===== src/rtl/mul_product_serializer_if.sv =====
// Handshake bundle between the multiplier, the product serializer and the
// ALU result bus. The slave view belongs to the serializer.
interface mul_product_serializer_if #(
  parameter int DEPTH = 2
) ();
  logic                      in_valid;
  logic                      in_ready;
  logic [63:0]               in_prod;
  logic                      out_valid;
  logic                      out_ready;
  logic [31:0]               out_data;
  logic                      out_hi;
  logic                      out_ovf;
  logic [$clog2(DEPTH):0]    level;

  modport slave (
    input  in_valid, in_prod, out_ready,
    output in_ready, out_valid, out_data, out_hi, out_ovf, level
  );

  modport master (
    output in_valid, in_prod, out_ready,
    input  in_ready, out_valid, out_data, out_hi, out_ovf, level
  );
endinterface


===== src/rtl/mul_product_serializer.sv =====
// Buffers 64-bit multiplier products in a small FIFO and emits each one as
// two 32-bit beats on the result bus: LO word first, then HI word. The LO
// beat carries an overflow flag when the HI word is nonzero.
module mul_product_serializer #(
  parameter int DEPTH = 2
) (
  input  logic                     clk,
  input  logic                     rst,
  mul_product_serializer_if.slave  bus
);
  localparam int            AW   = $clog2(DEPTH);
  localparam logic [AW:0]   FULL = (AW+1)'(DEPTH);

  typedef enum logic {S_LO, S_HI} state_t;

  state_t                  state, state_nxt;
  logic [DEPTH-1:0][63:0]  mem;
  logic [AW-1:0]           rptr, wptr;
  logic [AW:0]             level;
  logic [63:0]             head;
  logic                    push, pop, xfer, vld, rdy;

  // Ready depends only on occupancy, never on out_ready.
  assign rdy  = !rst && (level < FULL);
  assign vld  = !rst && (level != '0);
  assign push = bus.in_valid && rdy;
  assign xfer = vld && bus.out_ready;
  assign pop  = xfer && (state == S_HI);
  assign head = mem[rptr];

  assign bus.in_ready  = rdy;
  assign bus.out_valid = vld;
  assign bus.level     = level;

  // Product storage; contents need no reset since level qualifies them.
  always_ff @(posedge clk) begin
    if (push) mem[wptr] <= bus.in_prod;
  end

  // Pointer and occupancy bookkeeping; a push and a pop together cancel.
  always_ff @(posedge clk) begin
    if (rst) begin
      rptr  <= '0;
      wptr  <= '0;
      level <= '0;
    end else begin
      if (push) wptr <= wptr + 1'b1;
      if (pop)  rptr <= rptr + 1'b1;
      case ({push, pop})
        2'b10:   level <= level + 1'b1;
        2'b01:   level <= level - 1'b1;
        default: level <= level;
      endcase
    end
  end

  // Beat-select state register.
  always_ff @(posedge clk) begin
    if (rst) state <= S_LO;
    else     state <= state_nxt;
  end

  // Advance the beat on each accepted word; drive the word mux and flags.
  always_comb begin
    state_nxt    = state;
    bus.out_data = '0;
    bus.out_hi   = 1'b0;
    bus.out_ovf  = 1'b0;
    if (xfer) state_nxt = (state == S_LO) ? S_HI : S_LO;
    if (vld) begin
      if (state == S_HI) begin
        bus.out_data = head[63:32];
        bus.out_hi   = 1'b1;
      end else begin
        bus.out_data = head[31:0];
        bus.out_ovf  = |head[63:32];
      end
    end
  end
endmodule


===== src/flat_wrapper.sv =====
// flat-port wrapper written by rule: the top's interface ports become plain ports
module mul_product_serializer_flat 
#(
  parameter int DEPTH = 2
)
  (clk, rst, bus_in_valid, bus_in_prod, bus_out_ready, bus_in_ready, bus_out_valid, bus_out_data, bus_out_hi, bus_out_ovf, bus_level);
  mul_product_serializer_if #(.DEPTH(DEPTH)) bus_i ();
  input  logic clk;
  input  logic rst;
  input wire logic [$bits(bus_i.in_valid)-1:0] bus_in_valid;
  input wire logic [$bits(bus_i.in_prod)-1:0] bus_in_prod;
  input wire logic [$bits(bus_i.out_ready)-1:0] bus_out_ready;
  output wire logic [$bits(bus_i.in_ready)-1:0] bus_in_ready;
  output wire logic [$bits(bus_i.out_valid)-1:0] bus_out_valid;
  output wire logic [$bits(bus_i.out_data)-1:0] bus_out_data;
  output wire logic [$bits(bus_i.out_hi)-1:0] bus_out_hi;
  output wire logic [$bits(bus_i.out_ovf)-1:0] bus_out_ovf;
  output wire logic [$bits(bus_i.level)-1:0] bus_level;
  assign bus_i.in_valid = bus_in_valid;
  assign bus_i.in_prod = bus_in_prod;
  assign bus_i.out_ready = bus_out_ready;
  assign bus_in_ready = bus_i.in_ready;
  assign bus_out_valid = bus_i.out_valid;
  assign bus_out_data = bus_i.out_data;
  assign bus_out_hi = bus_i.out_hi;
  assign bus_out_ovf = bus_i.out_ovf;
  assign bus_level = bus_i.level;
  mul_product_serializer #(.DEPTH(DEPTH)) u_core (.clk(clk), .rst(rst), .bus(bus_i));
endmodule

===== config.mk =====
export PLATFORM = sky130hd
export DESIGN_NAME = mul_product_serializer_flat
export DESIGN_NICKNAME = d
export VERILOG_FILES = /design/src/rtl/mul_product_serializer_if.sv /design/src/rtl/mul_product_serializer.sv /design/src/flat_wrapper.sv
export SDC_FILE = /design/constraint.sdc
export NUM_CORES = 1
export LEC_CHECK = 0
export ABC_AREA = 1
export CORE_MARGIN = 1
export CORE_UTILIZATION = 55
export CTS_CLUSTER_SIZE = 10
export DETAILED_ROUTE_END_ITERATION = 10
export PLACE_DENSITY = 0.84
export SETUP_SLACK_MARGIN = 0.2
export SLEW_MARGIN = 20
export SYNTH_ARGS = -nofsm -noshare
export SYNTH_HDL_FRONTEND = slang
export SYNTH_SLANG_ARGS = --single-unit
export TNS_END_PERCENT = 1

===== constraint.sdc =====
create_clock -name clk -period 9.08 [get_ports clk]
set_input_delay 2.724 -clock clk [delete_from_list [all_inputs] [get_ports clk]]
set_output_delay 2.724 -clock clk [all_outputs]
set_load 0.01 [all_outputs]

; ---- After elaboration in Yosys (flattened, before gate mapping)
; Index checks and enable logic that the tools add are counted.
; W data, S select, Z words.
[totals]
regBits = 133
in_bits = 68
wordCells = 39
[classes]
add_sub_neg = 4
order_cmp = 4
n_eq_ne = 2
muxes = 13
reduce_logical = 10
[ops]
columns = cell, count
row1 = $mux W64, 3
row2 = $bwmux W128, 1
row3 = $demux W64 S1, 1
row4 = $mux W32, 2
row5 = $reduce_or A32 Y1, 1
row6 = $logic_and A1 B1 Y1, 6
row7 = $mux W1, 5
row8 = $lt A1 B2 Y1 const B, 2
row9 = $pmux W2 S2, 1
row10 = $reduce_bool A2 Y1, 2
row11 = $add A1 B1 Y1 const B, 2
row12 = $add A2 B1 Y2 const B, 1
row13 = $eq A2 B1 Y1 const B, 1
row14 = $eq A2 B2 Y1 const B, 1
row15 = $lt A2 B2 Y1 const B, 1
row16 = $sub A2 B1 Y2 const B, 1
row17 = $ge A1 B1 Y1 const B, 1
row18 = $logic_not A1 Y1, 1

; ---- Logic depth before layout (Yosys ltp)
[logic_depth]
depth_word = 6
ltp_mapped = 10

; ---- Worst setup path after synthesis
; Ideal clock, no wire load.
[synth_timing]
kind = input port to flip-flop
start = input port rst
end = register u_core.mem[100] in the netlist's numbering (enable)
setup_ns = 0.488
t_arrival_ns = 5.814
setup_slack_ns = 2.779
path_stages = 3
n_path_buf = 0
path_cell_list = nor2_1 -> nand2_1 -> nor2_1
[synth_via]
elab_chain_len = 3
[synth_rtl]
columns = element, line
row1 = "start, declared", flat_wrapper.sv:9  ; input logic rst;
row2 = $logic_not A1 Y1, mul_product_serializer.sv:24  ; assign rdy = !rst && (level < FULL);
row3 = $logic_and A1 B1 Y1, mul_product_serializer.sv:24
row4 = $logic_and A1 B1 Y1, mul_product_serializer.sv:26  ; assign push = bus.in_valid && rdy;
row5 = "end signal, assigned by index", mul_product_serializer.sv:37  ; if (push) mem[wptr] <= bus.in_prod;
row6 = "end, declared", mul_product_serializer.sv:17  ; logic [DEPTH-1:0][63:0] mem;
; No other way between the ends.
; A chain may end at the register's enable or synchronous reset.

; ---- Worst setup path in the final report
[layout_timing]
start = input port rst
end = output port bus_out_data[18]
[layout_via]
elab_chain_len = 3
[layout_rtl]
columns = element, line
row1 = $logic_not A1 Y1, mul_product_serializer.sv:25  ; assign vld = !rst && (level != '0);
row2 = $logic_and A1 B1 Y1, mul_product_serializer.sv:25
row3 = $mux W32, mul_product_serializer.sv:70  ; if (vld) begin
row4 = "end, declared", flat_wrapper.sv:15  ; output wire logic [$bits(bus_i.out_data)-1:0] bus_out_data;
; No other way between the ends.

==> results_dict.tcl <==
set metrics [dict create \
    outcome "completed" \
    synth_top_area_share 0.723 \
    cp_num_buf_inv 4 \
    clock_power_share 0.452 \
    clk_latency_ps 500 \
    cts_resized 0 \
    path_max_fanout 18 \
    grt_pass1_wl_mm 16.4 \
    io_buffers 105 \
    path_delay_family "buffers and inverters" \
    p_sw_frac 0.202 \
    diodes 0 \
    cp_common_cell "clkdlybuf4s50_1" \
    grt_pass1_vias 3559 \
    core-area_um2 9280 \
    intPower_mw 1.16 \
    final_nets 582 \
    worst_ir_drop_vdd_mv 0.132 \
    max_stage_delay_ps 580 \
    numClockSinks 133 \
    syn_nets 470 \
    clk_path_buf_depth 2 \
    drtIter0Drc 149 \
    vias 3372 \
    ys_seq_area_frac 0.742 \
    relSlewSlack 0.334 \
    hpwlAfterDp_mm 6.72 \
    path_class "in2out" \
    power.density_nw_per_um2 208 \
    syn2layout_area_growth_pct 31.6 \
    gp_congestion 0.767 \
    ys_seq_elements 133 \
    arrival_ps 5100 \
    finalCritPeriodShare 0.861 \
    vias_per_cell 5.16 \
    synth_warnings 0 \
    ys_types 19 \
    cts-root-buf "clkbuf_8" \
    final_hold_viol_count 0 \
    cts_tree "yes" \
    path_cells "clkdlybuf4s50_1, inv_2, o21ai_1, nor2_2, buf_4, nand2_1, o21ai_0, clkdlybuf4s50_1" \
    start_util 0.573 \
    setup_viol 0 \
    reg2regPathDepth 10 \
    power_leakage_nw 2.42 \
    worst_ep_required_time_ps 6360 \
    clk_pin_slew_ps 60 \
    ios 106 \
    slowest_stage "clkdlybuf4s50_1" \
    netlist_area_um2 5320 \
    synthCells 401 \
    grt_antenna_before_repair 0 \
    post-cts-setup-buffers 0 \
    die_y_um 100 \
    cp-start-kind "input port" \
    rows 35 \
    rsz0062_at_grt "no" \
    worstMarginPinSlew_ps 997 \
    grtUsageTotal 0.222 \
    combPwrFrac 0.064 \
    crit_cells 8 \
    ant_nets 0 \
    drtPass1Iterations 5 \
    drc 0 \
    drv_slew 0 \
    drv_cap 0 \
    postLayoutCoreUtil 0.754 \
    cts_buffers 17 \
    routed_wl_mm 10.5 \
    final.setup.tns_ps 0 \
    layout_commonest_cell "nand2_1" \
    pwr-share-seq 0.484 \
    die_w_um 100 \
    post-route-min-period_ps 7820 \
    p_switching_uw 294 \
    yosys.area.top_type "edfxtp_1" \
    fmax_mhz 128 \
    end_kind "primary output" \
    cts_hold_buf 0 \
    drive_above_1_share 0.0802 \
    h-tree-depth 4 \
    hold_depth 2 \
    fin_skew_ps 8.19 \
    avgSynthCellArea_um2 13.3 \
    avgRoutedWirePerCell_um 16.1 \
    grt_max_degree 65 \
    worst_hold_path_type "reg2reg" \
    synth_area_leaders "edfxtp_1 72%, nand2_1 10%, mux2i_1 6.0%" \
    die_area_um2 10100 \
    grt_overflow 0 \
    final_cell_mix "142 x nand2_1, 128 x edfxtp_1, 105 x clkdlybuf4s50_1, 32 x mux2i_1, 25 x nor2_1" \
]
## worst reg2reg max path, delay by kind of cell, from the launching register on
| family | cells | cell delay, ps |
|---|---|---|
| compound gates | 3 | 360 |
| xor+xnor | 1 | 150 |
| fa+ha+maj | 1 | 250 |
| buf+inv | 2 | 450 |
| flops | 1 | 410 |
| simple gates | 3 | 750 |
## path summary, 6_finish.rpt
path | slack, ps | to | from
max | 1260 | bus_out_data[18] | rst
min | 530 | u_core.state | u_core.state
max reg2reg | 6630 | u_core.bus.level[1] | u_core.bus.level[0]
min reg2reg | 530 | u_core.state | u_core.state
## synthesized netlist by cell type
cell type / count
nand2_1: 142
edfxtp_1: 128
mux2i_1: 32
nor2_1: 27
o21ai_0: 23
o21ai_1: 12
buf_6: 7
dfxtp_1: 5
a21oi_1: 4
buf_2: 4
buf_8: 3
inv_1: 3
inv_2: 3
clkbuf_2: 2
xor2_1: 2
ha_1: 1
nand2_2: 1
nor2_2: 1
nor3_1: 1
## final cells by class
type                            instances  area, µm²
Fill cell                             614       2290
Sequential cell                       133       3950
Clock buffer                           17        414
Inverter                                6       22.5
Timing Repair Buffer                  109       1080
Clock inverter                         13        161
Tap cell                              129        161
Multi-Input combinational cell        246       1210
## power groups by stage
stage	clock network [mW]	registers, mW	logic (mW)
final	0.657	0.704	0.0937
after global routing	0.692	0.705	0.102
after CTS	0.665	0.704	0.0944
after detailed placement	0	0.717	0.0937
after global placement	0	0.715	0.0904
after floorplan	0	0.717	0.0346
## registers in the layout, indices dropped and copies added (netlist names)
name / flops
u_core.wptr: 1
u_core.state: 1
u_core.rptr: 1
u_core.mem: 128
u_core.bus.level: 2
## metal layers
layer / vias up / track usage / wire (µm)
met3: 13 / 0.0515 / 551
li1: 1626 / - / -
met1: 1631 / 0.261 / 4210
met5: - / 0 / 0
met2: 102 / 0.394 / 5580
met4: 0 / 0.0858 / 142
## stage by stage
stage / worst slack [ps] / cells / total power, mW / hold slack (ps) / instance area (µm²)
global route: 1070 / 653 / 1.50 / 576 / 7000
global placement: 1410 / 623 / 0.805 / 506 / 6420
detailed placement: 1250 / 623 / 0.810 / 513 / 6420
CTS: 1240 / 653 / 1.46 / 523 / 7000
floorplan: 2780 / 401 / 0.751 / 482 / 5320
finish: 1260 / 653 / 1.45 / 531 / 7000
## kinds of logic after synthesis
group	synth area share
muxes	0.0602
and+or+nand+nor	0.123
adders and majority gates	0.00235
buffers and inverters	0.0332
AOI/OAI and AO/OA	0.0367
DFF	0.742
xor gates and xnor gates	0.00329
Power figures use the tool's default switching activity.
